### src/rtl/bellek_hakemi.sv
// Two-port arbiter in front of the single-port main memory.
// Port 0 is the core and port 1 is the loader/DMA side. One access runs at a time.
module bellek_hakemi #(
   parameter int                   VERI_BIT        = 32,
   parameter int                   ADRES_BIT       = 32,
   parameter int                   BELLEK_GECIKME  = 1,
   parameter int                   SABIT_ONCELIK   = 0,
   parameter logic [ADRES_BIT-1:0] BASLANGIC_ADRES = 32'h8000_0000
) (
   input  logic                 clk,
   input  logic                 rst,
   input  logic                 istek_0,
   input  logic [ADRES_BIT-1:0] adres_0,
   input  logic                 yaz_0,
   input  logic [VERI_BIT-1:0]  yaz_veri_0,
   output logic                 tamam_0,
   output logic [VERI_BIT-1:0]  oku_veri_0,
   input  logic                 istek_1,
   input  logic [ADRES_BIT-1:0] adres_1,
   input  logic                 yaz_1,
   input  logic [VERI_BIT-1:0]  yaz_veri_1,
   output logic                 tamam_1,
   output logic [VERI_BIT-1:0]  oku_veri_1,
   output logic [ADRES_BIT-1:0] bellek_adres,
   output logic                 bellek_yaz,
   output logic [VERI_BIT-1:0]  bellek_yaz_veri,
   input  logic [VERI_BIT-1:0]  bellek_oku_veri
);

   // state  | meaning
   // BOSTA  | idle, sampling both requests
   // ERISIM | memory access in progress for BELLEK_GECIKME cycles
   // YANIT  | one-cycle done pulse to the owner
   localparam logic [1:0] BOSTA  = 2'd0;
   localparam logic [1:0] ERISIM = 2'd1;
   localparam logic [1:0] YANIT  = 2'd2;

   localparam int SAYAC_BIT = (BELLEK_GECIKME > 1) ? $clog2(BELLEK_GECIKME) : 1;
   localparam logic [SAYAC_BIT-1:0] SAYAC_YUK = SAYAC_BIT'(BELLEK_GECIKME - 1);

   logic [1:0]           durum;
   logic                 oncelik;
   logic                 sahip;
   logic                 lat_yaz;
   logic [SAYAC_BIT-1:0] sayac;
   logic                 kazanan;

   always_comb begin
      kazanan = 1'b0;
      if (istek_0 && istek_1)
         kazanan = (SABIT_ONCELIK != 0) ? 1'b0 : oncelik;
      else if (istek_1)
         kazanan = 1'b1;
   end

   always_ff @(posedge clk) begin
      if (rst) begin
         durum           <= BOSTA;
         oncelik         <= 1'b0;
         sahip           <= 1'b0;
         lat_yaz         <= 1'b0;
         sayac           <= '0;
         tamam_0         <= 1'b0;
         tamam_1         <= 1'b0;
         bellek_yaz      <= 1'b0;
         bellek_adres    <= BASLANGIC_ADRES;
         bellek_yaz_veri <= '0;
         oku_veri_0      <= '0;
         oku_veri_1      <= '0;
      end else begin
         bellek_yaz <= 1'b0;
         tamam_0    <= 1'b0;
         tamam_1    <= 1'b0;
         case (durum)
            BOSTA: begin
               if (istek_0 || istek_1) begin
                  sahip           <= kazanan;
                  oncelik         <= ~kazanan;
                  lat_yaz         <= kazanan ? yaz_1 : yaz_0;
                  bellek_yaz      <= kazanan ? yaz_1 : yaz_0;
                  bellek_adres    <= kazanan ? adres_1 : adres_0;
                  bellek_yaz_veri <= kazanan ? yaz_veri_1 : yaz_veri_0;
                  sayac           <= SAYAC_YUK;
                  durum           <= ERISIM;
               end
            end
            ERISIM: begin
               if (sayac == '0) begin
                  if (!lat_yaz) begin
                     if (sahip) oku_veri_1 <= bellek_oku_veri;
                     else       oku_veri_0 <= bellek_oku_veri;
                  end
                  tamam_0 <= ~sahip;
                  tamam_1 <= sahip;
                  durum   <= YANIT;
               end else begin
                  sayac <= sayac - 1'b1;
               end
            end
            YANIT:   durum <= BOSTA;
            default: durum <= BOSTA;
         endcase
      end
   end

endmodule
### config.mk
export PLATFORM = sky130hd
export DESIGN_NAME = bellek_hakemi
export DESIGN_NICKNAME = d
export VERILOG_FILES = /design/src/rtl/bellek_hakemi.sv
export SDC_FILE = /design/constraint.sdc
export NUM_CORES = 1
export LEC_CHECK = 0
export ABC_AREA = 1
export ABC_CLOCK_PERIOD_IN_PS = 2029
export CAP_MARGIN = 25
export CORE_UTILIZATION = 47
export CTS_BUF_LIST = sky130_fd_sc_hd__clkbuf_8
export DETAILED_ROUTE_END_ITERATION = 12
export PLACE_DENSITY = 0.95
export SLEW_MARGIN = 20
export SYNTH_ARGS = -nofsm -noshare
export SYNTH_HDL_FRONTEND = slang
export SYNTH_SLANG_ARGS = --single-unit
### constraint.sdc
create_clock -name clk -period 2.03 [get_ports clk]
set_input_delay 0.3045 -clock clk [delete_from_list [all_inputs] [get_ports clk]]
set_output_delay 0.3045 -clock clk [all_outputs]
set_load 0.02 [all_outputs]
# Word level (Yosys, flattened, before mapping)

Cells that the tools add are included.

Register bits: 137
Latch bits: 0
Bits in writable memories: 0
Memory bits (read-only): 0
Bits of input ports: 166
Logic and storage cells: 45
Memories kept: 0

Add/sub/neg operators: 1
Multipliers: 0
Divide/modulo/power cells: 0
Order comparisons: 0
Equal/unequal tests: 3
Shifts and indexed selects: 0
Mux-type cells: 11
Bitwise gates (word level): 7
Reduce and logical (&&, ||, !) cells: 11

Operator list:

| cell                                                             | count |
|---|---|
| 32-bit two-way mux                                               | 2 |
| 4-bit AND reduction                                              | 2 |
| 1-bit inverter                                                   | 7 |
| 2-bit AND reduction                                              | 3 |
| 3-bit OR reduction                                               | 2 |
| 1-bit two-way mux                                                | 5 |
| 2-bit two-way mux                                                | 2 |
| 2-bit != test (second input constant)                            | 2 |
| 2-bit case mux with 2 select lines                               | 1 |
| 2-bit by 1-bit == test with 1-bit output (second input constant) | 1 |
| 2-bit logical NOT                                                | 1 |
| 1-bit case mux with 2 select lines                               | 1 |
| 2-bit nonzero test                                               | 1 |
| 1-bit logical AND                                                | 1 |
| 1-bit logical OR                                                 | 1 |
| 1-bit subtractor (second input constant)                         | 1 |

# Depth between registers and ports, before layout

Word-level depth: 3
Mapped depth: 8
Depth with buffers taken out: 7

# Worst setup path after synthesis

No wires, ideal clock.

Path type: register -> register
Start: register oncelik
End: register bellek_adres[0]
Setup time: 0.112 ns
Arrival: 1.067 ns
Required time: 1.918 ns
Slack: 0.851 ns
Stages on the path, launching flop included: 8
Path buffers: 2
Path through: dfxtp_1 > inv_1 > nand2_1 > buf_2 > clkbuf_1 > a21oi_1 > nor2_1 > nor2_1

Cells in the longest elaborated chain, start to end: 2

RTL lines:

| element                | line | source |
|---|---|---|
| start, declared        | 42   | `logic oncelik;` |
| start signal, assigned | 78   | `oncelik <= ~kazanan;` |
| 1-bit two-way mux      | 50   | `if (istek_0 && istek_1)` |
| 32-bit two-way mux     | 81   | `bellek_adres <= kazanan ? adres_1 : adres_0;` |
| end signal, assigned   | 81   |  |
| end, declared          | 24   | `output logic [ADRES_BIT-1:0] bellek_adres,` |

No other way between the ends.
A chain may end at the register's enable or synchronous reset.

# Worst setup path in the final report

Start: register bellek_yaz_veri[23]
End: output port bellek_yaz_veri[23]

RTL lines:

| element                | line | source |
|---|---|---|
| start, declared        | 26   | `output logic [VERI_BIT-1:0] bellek_yaz_veri,` |
| start signal, assigned | 82   | `bellek_yaz_veri <= kazanan ? yaz_veri_1 : yaz_veri_0;` |

No word-level cell between the ends.

==> reports/metrics.cfg <==
[status]
status=complete, no violations

[sta]
setup_viol=0
skew_ns=0.0103
finalSetupTns_ns=0
fin_crit_ns=1.76
fmax_mhz=568
rsz0062_at_grt=no
worstMarginPinSlew_ns=0.442
finalMaxSlewViolations=0
fin_crit_sh_pct=86.7
report.final.hold_viol_count=0
maxSlewHeadroom_pct=70.5
setup_ws_ns=0.269

[place]
gp_congestion=0.830
io_buffers=296
post-dp-hpwl_mm=14.9
dpl_worst_slack_ns=0.210

[clock_tree]
ctsResizeCount=0
clk_latency_ns=0.44
htree_levels=4
path_clk_slew_ns=0.08
cts_tree=yes
cts_setup_buffers=0
cts_root_buffer=clkbuf_8
clock_sinks=136
cts_buffers=17
ctsHoldBuffers=0
clockBufferDepth=2

[yosys]
syn_area_sq_um=6810
synth-seq-cells=136
syn_inst=1114
postSynthAreaPerCell_sq_um=6.11
synth_nets=1280
ys_seq_area_share_pct=40.0
synth.distinct_cells=17
yosysWarnings=0

[critical_path]
path_depth=1
cp_slowest_cell=clkdlybuf4s50_1
cp.arrival_ns=1.46
crit_type=register to output pin
critPathMaxStageDelay_ns=0.65
crit_start=bellek_yaz_veri[23]
critPathBufInv=1
regToRegSetupSlack_ns=0.65
worstSetupStartpointType=register
critPathTopFamily=buffers and inverters
cp.required_ns=1.73
end_kind=output pin
worstPathMaxFanout=2
r2r-end=oku_veri_1[3]
rr_startpoint=lat_yaz
cp_cell_sequence=clkdlybuf4s50_1
reg2reg_depth=5

[hold_path]
min_path_type=input port to register
whs_path_depth=4
min_from=istek_1
hold_end=bellek_adres[31]

[cells_and_area]
area.growth.synth_to_final_pct=52.8
final_common_cell=clkdlybuf4s50_1
layout.nets=1534
final_cell_mix=clkdlybuf4s50_1, nand2_1, nor2_1
drive_above_1_share_pct=4.49

[power_and_ir_drop]
peakVddDrop_mv=0.418
p_leak_nw=4.87
power_density_nw_per_um2=766

[detailed_routing]
route.vias.total=7776
drtIter0Drc=564
routed_wl_mm=21.4
drcViolationCount=0
avgViaCountPerCell=4.98
drt_pre_antenna_iters=5
wire_per_inst_um=13.7
ant_nets=0

[global_routing]
track_usage_pct=28.4
grt_max_degree=106
overflow=0
antenna_found_initial=2
grt_pass1_wl_mm=33.3
grt_pass1_vias=7163

[die]
die_w_um=122
die_area_sq_um=15000
die_y_um=122
start_util_pct=48.7
io_pins=297
rows=43
core_area_sq_um=14000

[run]
cap_violations=0

-- power by group --
group | leakage (nW) | total [W] | internal [W] | switching (W)
combinational | 3.51 | 0.00233 | 0.00106 | 0.00127
clock | 0.244 | 0.00260 | 0.00156 | 0.00103
sequential | 1.12 | 0.00305 | 0.00291 | 0.000132
total | 4.87 | 0.00797 | 0.00554 | 0.00243
-- worst max path at each step --
stage / end / slack (ns)
final: bellek_yaz_veri[23] / 0.27
after global routing: bellek_yaz_veri[23] / 0.20
after CTS: bellek_yaz_veri[4] / 0.23
after detailed placement: bellek_yaz_veri[18] / 0.21
after global placement: bellek_adres[12] / 0.27
after floorplan: bellek_adres[0] / 0.85
-- cells in the mapped netlist --
library cell | number | area [sq um]
buf_2 | 38 | 190
nand3_1 | 66 | 330
nor2_2 | 1 | 6.26
nand2_1 | 266 | 998
buf_4 | 4 | 30.0
clkbuf_1 | 27 | 101
buf_1 | 12 | 45.0
a21oi_1 | 65 | 325
inv_1 | 164 | 616
nor2_1 | 263 | 987
nor3_4 | 1 | 16.3
nand3b_1 | 1 | 7.51
nor3_2 | 1 | 10.0
o21ai_1 | 1 | 5.00
nand4_1 | 64 | 400
dfxtp_1 | 136 | 2720
inv_2 | 4 | 15.0
-- state kept, by name, indices dropped and copies added (netlist names) --
name and count:
bellek_adres 32, bellek_yaz_veri 32, oku_veri_0 32, oku_veri_1 32, durum 2, bellek_yaz 1, lat_yaz 1, oncelik 1
sahip 1, tamam_0 1, tamam_1 1
-- cells by family after synthesis --
logic type	Yosys count	synth area share, %
and+or+nand+nor	663	40.5
buffers and inverters	249	14.7
DFF	136	40.0
AOI/OAI and AO/OA	66	4.85
-- layout make-up --
cell class | instances | area [sq um]
fill | 1039 | 3580
clock inverter | 8 | 140
tap | 180 | 225
antenna | 2 | 5.00
sequential | 136 | 2720
clock buffer | 24 | 330
inverter | 168 | 633
timing repair buffer | 316 | 3220
multi-input combinational | 729 | 3120
-- routing by layer --
layer  routed length [um]  vias to the layer above  part of all wire [%]  GRT usage (%)
met5                    0                        -                     0              0
li1                     -                     3899                     -              -
met4                  641                        0                   3.0           13.3
met3                 2000                       47                   9.3           8.74
met2                10600                      352                    49           49.1
met1                 8210                     3478                    38           31.8
-- metrics by stage --
stage | utilization (%) | area, sq um | total power [W] | hold WS [ns] | cells
2_1_floorplan | - | 6810 | 0.00434 | 0.374 | 1114
3_3_place_gp | 71.0 | 9930 | 0.00536 | 0.445 | 1529
3_5_place_dp | 71.0 | 9930 | 0.00541 | 0.472 | 1529
4_1_cts | 74.3 | 10400 | 0.00801 | 0.353 | 1561
5_1_grt | 74.4 | 10400 | 0.00837 | 0.416 | 1563
6_report | 74.4 | 10400 | 0.00797 | 0.388 | 1563
Note: power is estimated with default switching activity, not from simulation.
